### src/rtl/adder_pkg.sv
// Shared constants for the adder block: legal width ceiling and register reset value.
package adder_pkg;
    localparam int   ADDER_MAX_WIDTH = 64;
    localparam logic ADDER_RST_VAL   = 1'b0;
endpackage

### src/rtl/adder_if.sv
// Operand/result bundle for the adder. The overflow signal exists only when ADDER_OVERFLOW_EN is defined.
interface adder_if #(parameter int WIDTH = 4);
    logic             in_valid;
    logic [WIDTH-1:0] a;
    logic [WIDTH-1:0] b;
    logic             carry_in;
    logic [WIDTH-1:0] sum;
    logic             carry_out;
    logic             out_valid;
`ifdef ADDER_OVERFLOW_EN
    logic             overflow;

    modport master (output in_valid, a, b, carry_in,
                    input  sum, carry_out, out_valid, overflow);
    modport slave  (input  in_valid, a, b, carry_in,
                    output sum, carry_out, out_valid, overflow);
`else
    modport master (output in_valid, a, b, carry_in,
                    input  sum, carry_out, out_valid);
    modport slave  (input  in_valid, a, b, carry_in,
                    output sum, carry_out, out_valid);
`endif
endinterface

### src/rtl/adder_full_adder.sv
// One-bit full-adder cell; the adder top ripples WIDTH of these.
module full_adder (
    input  logic a,
    input  logic b,
    input  logic cin,
    output logic s,
    output logic cout
);
    logic p;

    assign p    = a ^ b;
    assign s    = p ^ cin;
    assign cout = (a & b) | (cin & p);
endmodule

### src/rtl/adder.sv
// Registered WIDTH-bit ripple-carry adder, latency 1. Optional signed overflow output under ADDER_OVERFLOW_EN.
module adder
    import adder_pkg::*;
#(
    parameter int WIDTH = 4
) (
    input  logic   clk,
    input  logic   rst_n,
    adder_if.slave bus
);
    logic [WIDTH:0]   c;
    logic [WIDTH-1:0] s;

    if (WIDTH < 1 || WIDTH > ADDER_MAX_WIDTH) begin : g_bad_width
        $error("adder: WIDTH out of range");
    end

    assign c[0] = bus.carry_in;

    for (genvar i = 0; i < WIDTH; i++) begin : g_fa
        full_adder u_fa (
            .a   (bus.a[i]),
            .b   (bus.b[i]),
            .cin (c[i]),
            .s   (s[i]),
            .cout(c[i+1])
        );
    end

    // Result registers only load on accepted operands; otherwise they hold the last result.
    always_ff @(posedge clk or negedge rst_n) begin
        if (!rst_n) begin
            bus.sum       <= {WIDTH{ADDER_RST_VAL}};
            bus.carry_out <= ADDER_RST_VAL;
            bus.out_valid <= 1'b0;
        end else begin
            bus.out_valid <= bus.in_valid;
            if (bus.in_valid) begin
                bus.sum       <= s;
                bus.carry_out <= c[WIDTH];
            end
        end
    end

`ifdef ADDER_OVERFLOW_EN
    // Signed overflow: carries into and out of the sign bit disagree.
    always_ff @(posedge clk or negedge rst_n) begin
        if (!rst_n) begin
            bus.overflow <= ADDER_RST_VAL;
        end else if (bus.in_valid) begin
            bus.overflow <= c[WIDTH] ^ c[WIDTH-1];
        end
    end
`endif
endmodule

### src/flat_wrapper.sv
// flat-port wrapper written by rule: the top's interface ports become plain ports
module adder_flat import adder_pkg::*;
#(
    parameter int WIDTH = 4
)
  (clk, rst_n, bus_in_valid, bus_a, bus_b, bus_carry_in, bus_sum, bus_carry_out, bus_out_valid);
  adder_if #(.WIDTH(WIDTH)) bus_i ();
  input  logic clk;
  input  logic rst_n;
  input wire logic [$bits(bus_i.in_valid)-1:0] bus_in_valid;
  input wire logic [$bits(bus_i.a)-1:0] bus_a;
  input wire logic [$bits(bus_i.b)-1:0] bus_b;
  input wire logic [$bits(bus_i.carry_in)-1:0] bus_carry_in;
  output wire logic [$bits(bus_i.sum)-1:0] bus_sum;
  output wire logic [$bits(bus_i.carry_out)-1:0] bus_carry_out;
  output wire logic [$bits(bus_i.out_valid)-1:0] bus_out_valid;
  assign bus_i.in_valid = bus_in_valid;
  assign bus_i.a = bus_a;
  assign bus_i.b = bus_b;
  assign bus_i.carry_in = bus_carry_in;
  assign bus_sum = bus_i.sum;
  assign bus_carry_out = bus_i.carry_out;
  assign bus_out_valid = bus_i.out_valid;
  adder #(.WIDTH(WIDTH)) u_core (.clk(clk), .rst_n(rst_n), .bus(bus_i));
endmodule
### config.mk
export PLATFORM = sky130hd
export DESIGN_NAME = adder_flat
export DESIGN_NICKNAME = d
export VERILOG_FILES = /design/src/rtl/adder_pkg.sv /design/src/rtl/adder_if.sv /design/src/rtl/adder_full_adder.sv /design/src/rtl/adder.sv /design/src/flat_wrapper.sv
export SDC_FILE = /design/constraint.sdc
export NUM_CORES = 1
export LEC_CHECK = 0
export ABC_CLOCK_PERIOD_IN_PS = 1250
export CORE_AREA = 2 2 39 41
export CTS_CLUSTER_SIZE = 10
export DETAILED_ROUTE_END_ITERATION = 6
export DIE_AREA = 0 0 41 43
export SYNTH_ARGS = -nofsm -noshare
export SYNTH_HDL_FRONTEND = slang
export SYNTH_HIERARCHICAL = 1
export SYNTH_SLANG_ARGS = --single-unit
export TNS_END_PERCENT = 5
### constraint.sdc
create_clock -name clk -period 1.25 [get_ports clk]
set_input_delay 0.1875 -clock clk [delete_from_list [all_inputs] [get_ports clk]]
set_output_delay 0.1875 -clock clk [all_outputs]
set_load 0.05 [all_outputs]
==> impl_metrics.yaml, run 1 <==
timing:
  max_freq_mhz: 512
  drv_slew: 0
  fin_setup_tns_ns: -1.71
  maxSlewHeadroom_pct: 81.5
  hold_viol: 0
  min_period_ns: 1.95
  grt_setup_unrepaired: "yes"
  final.setup.worst_slack_ns: -0.702
  skew_ns: 0
  finalCritPeriodShare_pct: 156
  setup_viol: 4
  worstMarginPinSlew_ns: 0.276
finish:
  layout.nets: 53
  n_antenna_cell: 0
  mostFrequentLayoutCells: "6 x clkdlybuf4s50_1, 6 x buf_12, 6 x dfrtp_1"
  stdcell_count: 51
  fin_util_pct: 40.6
  syn_to_final_growth_pct: 96.1
  drive_gt1_share_pct: 60.0
critical_path:
  cp.arrival_ns: 2.07
  crit_type: "input port to register"
  cp_data_required_time_ns: 1.37
  start_kind: "input port"
  cp_max_fo: 1
  endpoint_kind: "register"
placed_design:
  gp_congestion: 0.635
  dp_cells: 48
  portBuffers: 17
detailed_routing:
  totalWireLength_um: 618
  highest_layer: "met4"
  vias: 215
  wl_met2_um: 268
  viasPerCell: 4.22
  drtIter0Drc: 1
  wire_per_inst_um: 12.1
  ant_nets: 0
  met1_length_um: 187
  wl_met3_um: 151
  drtPass1Iterations: 2
  drc_errors: 0
grt:
  grt_max_degree: 7
  first_global_vias: 235
  track_usage_pct: 9.39
  grt_pass1_wl_um: 972
  antenna_found_initial: 0
  overflow: 0
clock_tree:
  clk_path_buf_depth: 2
  clk_latency_ns: 0.24
  cts_tree: "done"
  cts_root_buffer: "clkbuf_4"
  htreeDepth: 1
  clkTransAtPathRegs_ns: 0.04
  cts_buffers: 3
  cts_setup_buffers: 0
  cts_sinks: 6
worst_hold_path:
  hold_path.class: "input port to asynchronous set/reset pin"
run:
  max-cap-violations: 0
floorplan:
  io_pins: 18
  dieArea_um2: 1760
  fp.dieW_um: 41
  die_y_um: 43
  rows: 14
  start_util_pct: 20.7
  coreArea_um2: 1380
synthesis:
  synthTopCellsByArea: "dfrtp_1 52%, fa_1 28%, mux2_2 20%"
  ys_ff_latch: 6
  syn-mean-instance-area_um2: 19.1
  synth_cell_types: 3
  seq_area_frac_synth_pct: 52.4
  syn_inst: 15
  yosys.area.top_type_share_pct: 52.4
  synth_fp_nets: 31
  syn_area_um2: 287
  synth_area_leader_cell: "dfrtp_1"
  ys_warn_count: 6
status:
  outcome: "finished, violations left"
  failed_checks: "negative setup slack"
pwr:
  power.density_nw_per_um2: 1480
  ir_worst_vdd_mv: 0.848
  p_leak_nw: 0.238
==> through the flow <==
stage / area [um2] / hold slack [ns] / worst slack, ns / power (mW)
floorplan: 294 / -0.108 / -0.807 / 0.428
CTS: 562 / 0.191 / -0.713 / 0.844
global placement: 544 / 0.446 / -1.29 / 0.655
global route: 562 / 0.206 / -0.732 / 0.877
detailed placement: 544 / 0.447 / -1.32 / 0.665
finish: 562 / 0.184 / -0.702 / 0.830
==> state kept, by name (all words and copies together) (netlist names) <==
register,cells
u_core/bus.carry_out,1
u_core/bus.out_valid,1
u_core/bus.sum,4
==> final cells by class <==
cell class,count,area [um2]
clock buffer,3,22.5
fill,131,822
multi-input combinational,9,150
sequential,6,150
tap,16,20.0
timing repair buffer,17,219
==> cells by family after synthesis <==
family | after synthesis | synth area share, %
DFF | 6 | 52.4
muxes | 5 | 19.6
adders and majority gates | 4 | 27.9
==> where the power goes <==
part           internal [mW]  total [mW]  switching, mW
combinational          0.206       0.388          0.182
sequential             0.231       0.270         0.0384
clock                  0.108       0.172         0.0642
total                  0.545       0.830          0.284
==> worst paths after layout <==
| kind | from | end | slack [ns] | depth (start not counted) |
|---|---|---|---|---|
| setup / recovery | bus_carry_in | u_core/bus.sum[3]$_DFFE_PN0P_ | -0.70 | 6 |
| hold / removal | rst_n | u_core/bus.sum[1]$_DFFE_PN0P_ | 0.18 | 1 |
| setup reg to reg | u_core/bus.sum[0]$_DFFE_PN0P_ | u_core/bus.sum[0]$_DFFE_PN0P_ | 0.45 | 1 |
| hold reg to reg | u_core/bus.sum[1]$_DFFE_PN0P_ | u_core/bus.sum[1]$_DFFE_PN0P_ | 0.57 | 1 |
| max in group asynchronous | rst_n | u_core/bus.sum[3]$_DFFE_PN0P_ | 0.85 | 1 |
| min in group clk | bus_carry_in | u_core/bus.sum[0]$_DFFE_PN0P_ | 0.37 | 3 |
==> worst max-delay path, stage by stage <==
cell,delay (ns)
buf_6,0.09
fa_2,0.38
fa_2,0.39
fa_2,0.34
fa_2,0.40
mux2_4,0.27
==> cell usage after synthesis (all sizes together) <==
master  number
fa           4
mux2         5
dfrtp        6
==> layer usage <==
layer | GRT usage [%] | vias to the layer above
met2 | 11.6 | 20
met3 | 10.5 | 2
met5 | 0 | -
met4 | 6.00 | 0
li1 | - | 92
met1 | 8.81 | 101
==> timing repair <==
item	4_1_cts	5_1_grt
cloned	0	0
hold buffers	0	0
endpoints found under the setup margin	5	3
endpoints found under the hold margin	0	0
pin swaps	4	3
resized for setup	17	0
Power figures use the tool's default switching activity.
==> run 2, diff against run 1 <==
DONT_BUFFER_PORTS = 1   (was not set)
==> run 2 against run 1 <==
Against the previous run:
- the run still ends with negative setup slack left
- critical endpoint unchanged
- sequential power decreased by 5%
- critical path type unchanged
- die area unchanged
- maximum frequency increased by 7.9%
==> impl_metrics.yaml, run 2 (synthesized netlist as in run 1, its figures left out) <==
finish:
  multi_input_area_um2: 158
  final_common_cell: "dfrtp_1"
  syn_to_final_growth_pct: 42.4
  seqCellArea_um2: 150
  drive_gt1_share_pct: 68.0
  fin_util_pct: 29.5
  layout.nets: 43
  n_fill_cell: 143
  largest_reg_flops: 4
  top_register: "u_core/bus.sum"
  reg_top3: "u_core/bus.sum (4), u_core/bus.carry_out (1), u_core/bus.out_valid (1)"
  mostFrequentLayoutCells: "6 x dfrtp_1, 5 x buf_4, 4 x fa_2"
  stdcell_count: 41
  n_antenna_cell: 0
critical_path:
  worst_path_largest_cell_delay_ns: 0.41
  crit_chain: "fa_2 -> fa_2 -> fa_2 -> fa_2 -> mux2_4"
  start_kind: "input port"
  cp_slowest_cell: "fa_2"
  cp.arrival_ns: 1.93
  cp_max_fo: 1
  endpoint_kind: "register"
  crit_buf_inv: 0
  r2r_slack_ns: 0.49
  cp_common_cell: "fa_2"
  crit_type: "input port to register"
  critical_path.top_delay_family: "adder cells"
  cp_data_required_time_ns: 1.37
floorplan:
  start_util_pct: 20.7
  coreArea_um2: 1380
  dieArea_um2: 1760
  fp.dieW_um: 41
  die_y_um: 43
  io_pins: 18
  rows: 14
status:
  failed_checks: "negative setup slack"
  outcome: "finished, violations left"
timing:
  hold_viol: 0
  min_period_ns: 1.81
  grt_setup_unrepaired: "yes"
  skew_ns: 0
  worstMarginPinSlew_ns: 0.442
  final.setup.worst_slack_ns: -0.560
  max_freq_mhz: 553
  setup_viol: 3
  maxSlewHeadroom_pct: 70.5
  fin_setup_tns_ns: -1.25
  finalCritPeriodShare_pct: 145
  drv_slew: 0
clock_tree:
  cts_buffers: 3
  cts_tree: "done"
  htreeDepth: 1
  cts_sinks: 6
  cts_setup_buffers: 0
  clk_latency_ns: 0.24
  cts_root_buffer: "clkbuf_4"
  clk_path_buf_depth: 2
  clkTransAtPathRegs_ns: 0.05
grt:
  grt_pass1_wl_um: 924
  grt-busiest-layer: "met2"
  antenna_found_initial: 0
  met3_usage_pct: 6.28
  met1_usage_pct: 8.22
  overflow: 0
  use_met2_pct: 12.5
  first_global_vias: 225
  grt_max_degree: 7
  track_usage_pct: 8.39
pwr:
  power.density_nw_per_um2: 1720
  p_leak_nw: 0.175
  power.total_mw: 0.704
  ir_worst_vdd_mv: 0.620
detailed_routing:
  drtPass1Iterations: 2
  vias: 174
  wire_per_inst_um: 15.0
  drtIter0Drc: 1
  drc_errors: 0
  totalWireLength_um: 613
  ant_nets: 0
  viasPerCell: 4.24
run:
  max-cap-violations: 0
placed_design:
  dp_cells: 36
  gp_congestion: 0.652
  portBuffers: 0
worst_hold_path:
  hold_path.class: "input port to register"
## run 2: cell count changes in the layout (fill, tap and decap cells not counted), sizes merged
cell,change
clkdlybuf4s50,-6
dlygate4sd2,-2
dlygate4sd3,+2
buf,-4
## run 2: worst paths after layout
| path | endpoint | cells after the start | startpoint |
|---|---|---|---|
| max | u_core/bus.sum[3]$_DFFE_PN0P_ | 5 | bus_a[0] |
| min | u_core/bus.sum[1]$_DFFE_PN0P_ | 1 | bus_in_valid |
| max reg2reg | u_core/bus.carry_out$_DFFE_PN0P_ | 1 | u_core/bus.carry_out$_DFFE_PN0P_ |
| min reg2reg | u_core/bus.sum[2]$_DFFE_PN0P_ | 1 | u_core/bus.sum[2]$_DFFE_PN0P_ |
| max in group asynchronous | u_core/bus.carry_out$_DFFE_PN0P_ | 1 | rst_n |
| min in group asynchronous | u_core/bus.sum[1]$_DFFE_PN0P_ | 1 | rst_n |
## run 2: layout make-up
type	instances	area share, %
clock buffers	3	5.52
multi-input cells	9	38.7
flip-flops and latches	6	36.8
well taps	16	4.91
repair buffers	7	14.1
## run 2: timing repair
item	in CTS	in global routing
setup endpoints to repair	3	3
hold buffers	2	0
resized for setup	3	1
pin swaps	1	0
hold endpoints to repair	7	0
## run 2: metrics by stage
| stage | setup slack [ns] | hold slack, ns | area (um2) |
|---|---|---|---|
| floorplan | -0.807 | -0.108 | 294 |
| global placement | -0.844 | -0.108 | 352 |
| detailed placement | -0.882 | -0.108 | 352 |
| CTS | -0.559 | 0.0941 | 404 |
| global route | -0.590 | 0.0945 | 408 |
| finish | -0.560 | 0.104 | 408 |
## run 2: report_power, final
group	internal (mW)	leakage (nW)	switching, mW	total [mW]
sequential	0.231	0.0701	0.0254	0.256
clock	0.109	0.0138	0.0697	0.178
combinational	0.104	0.0908	0.165	0.269
## run 2: metal layers
layer | wire [um] | vias up
met3 | 89 | 0
met2 | 276 | 19
met4 | 0 | 0
met5 | 0 | -
li1 | - | 70
met1 | 247 | 85
==> run 3, diff against run 2 <==
CTS_BUF_LIST = sky130_fd_sc_hd__clkbuf_4   (was not set)
==> results of run 3 <==
No change in the layout: final DEF, timing and power equal those of run 2.
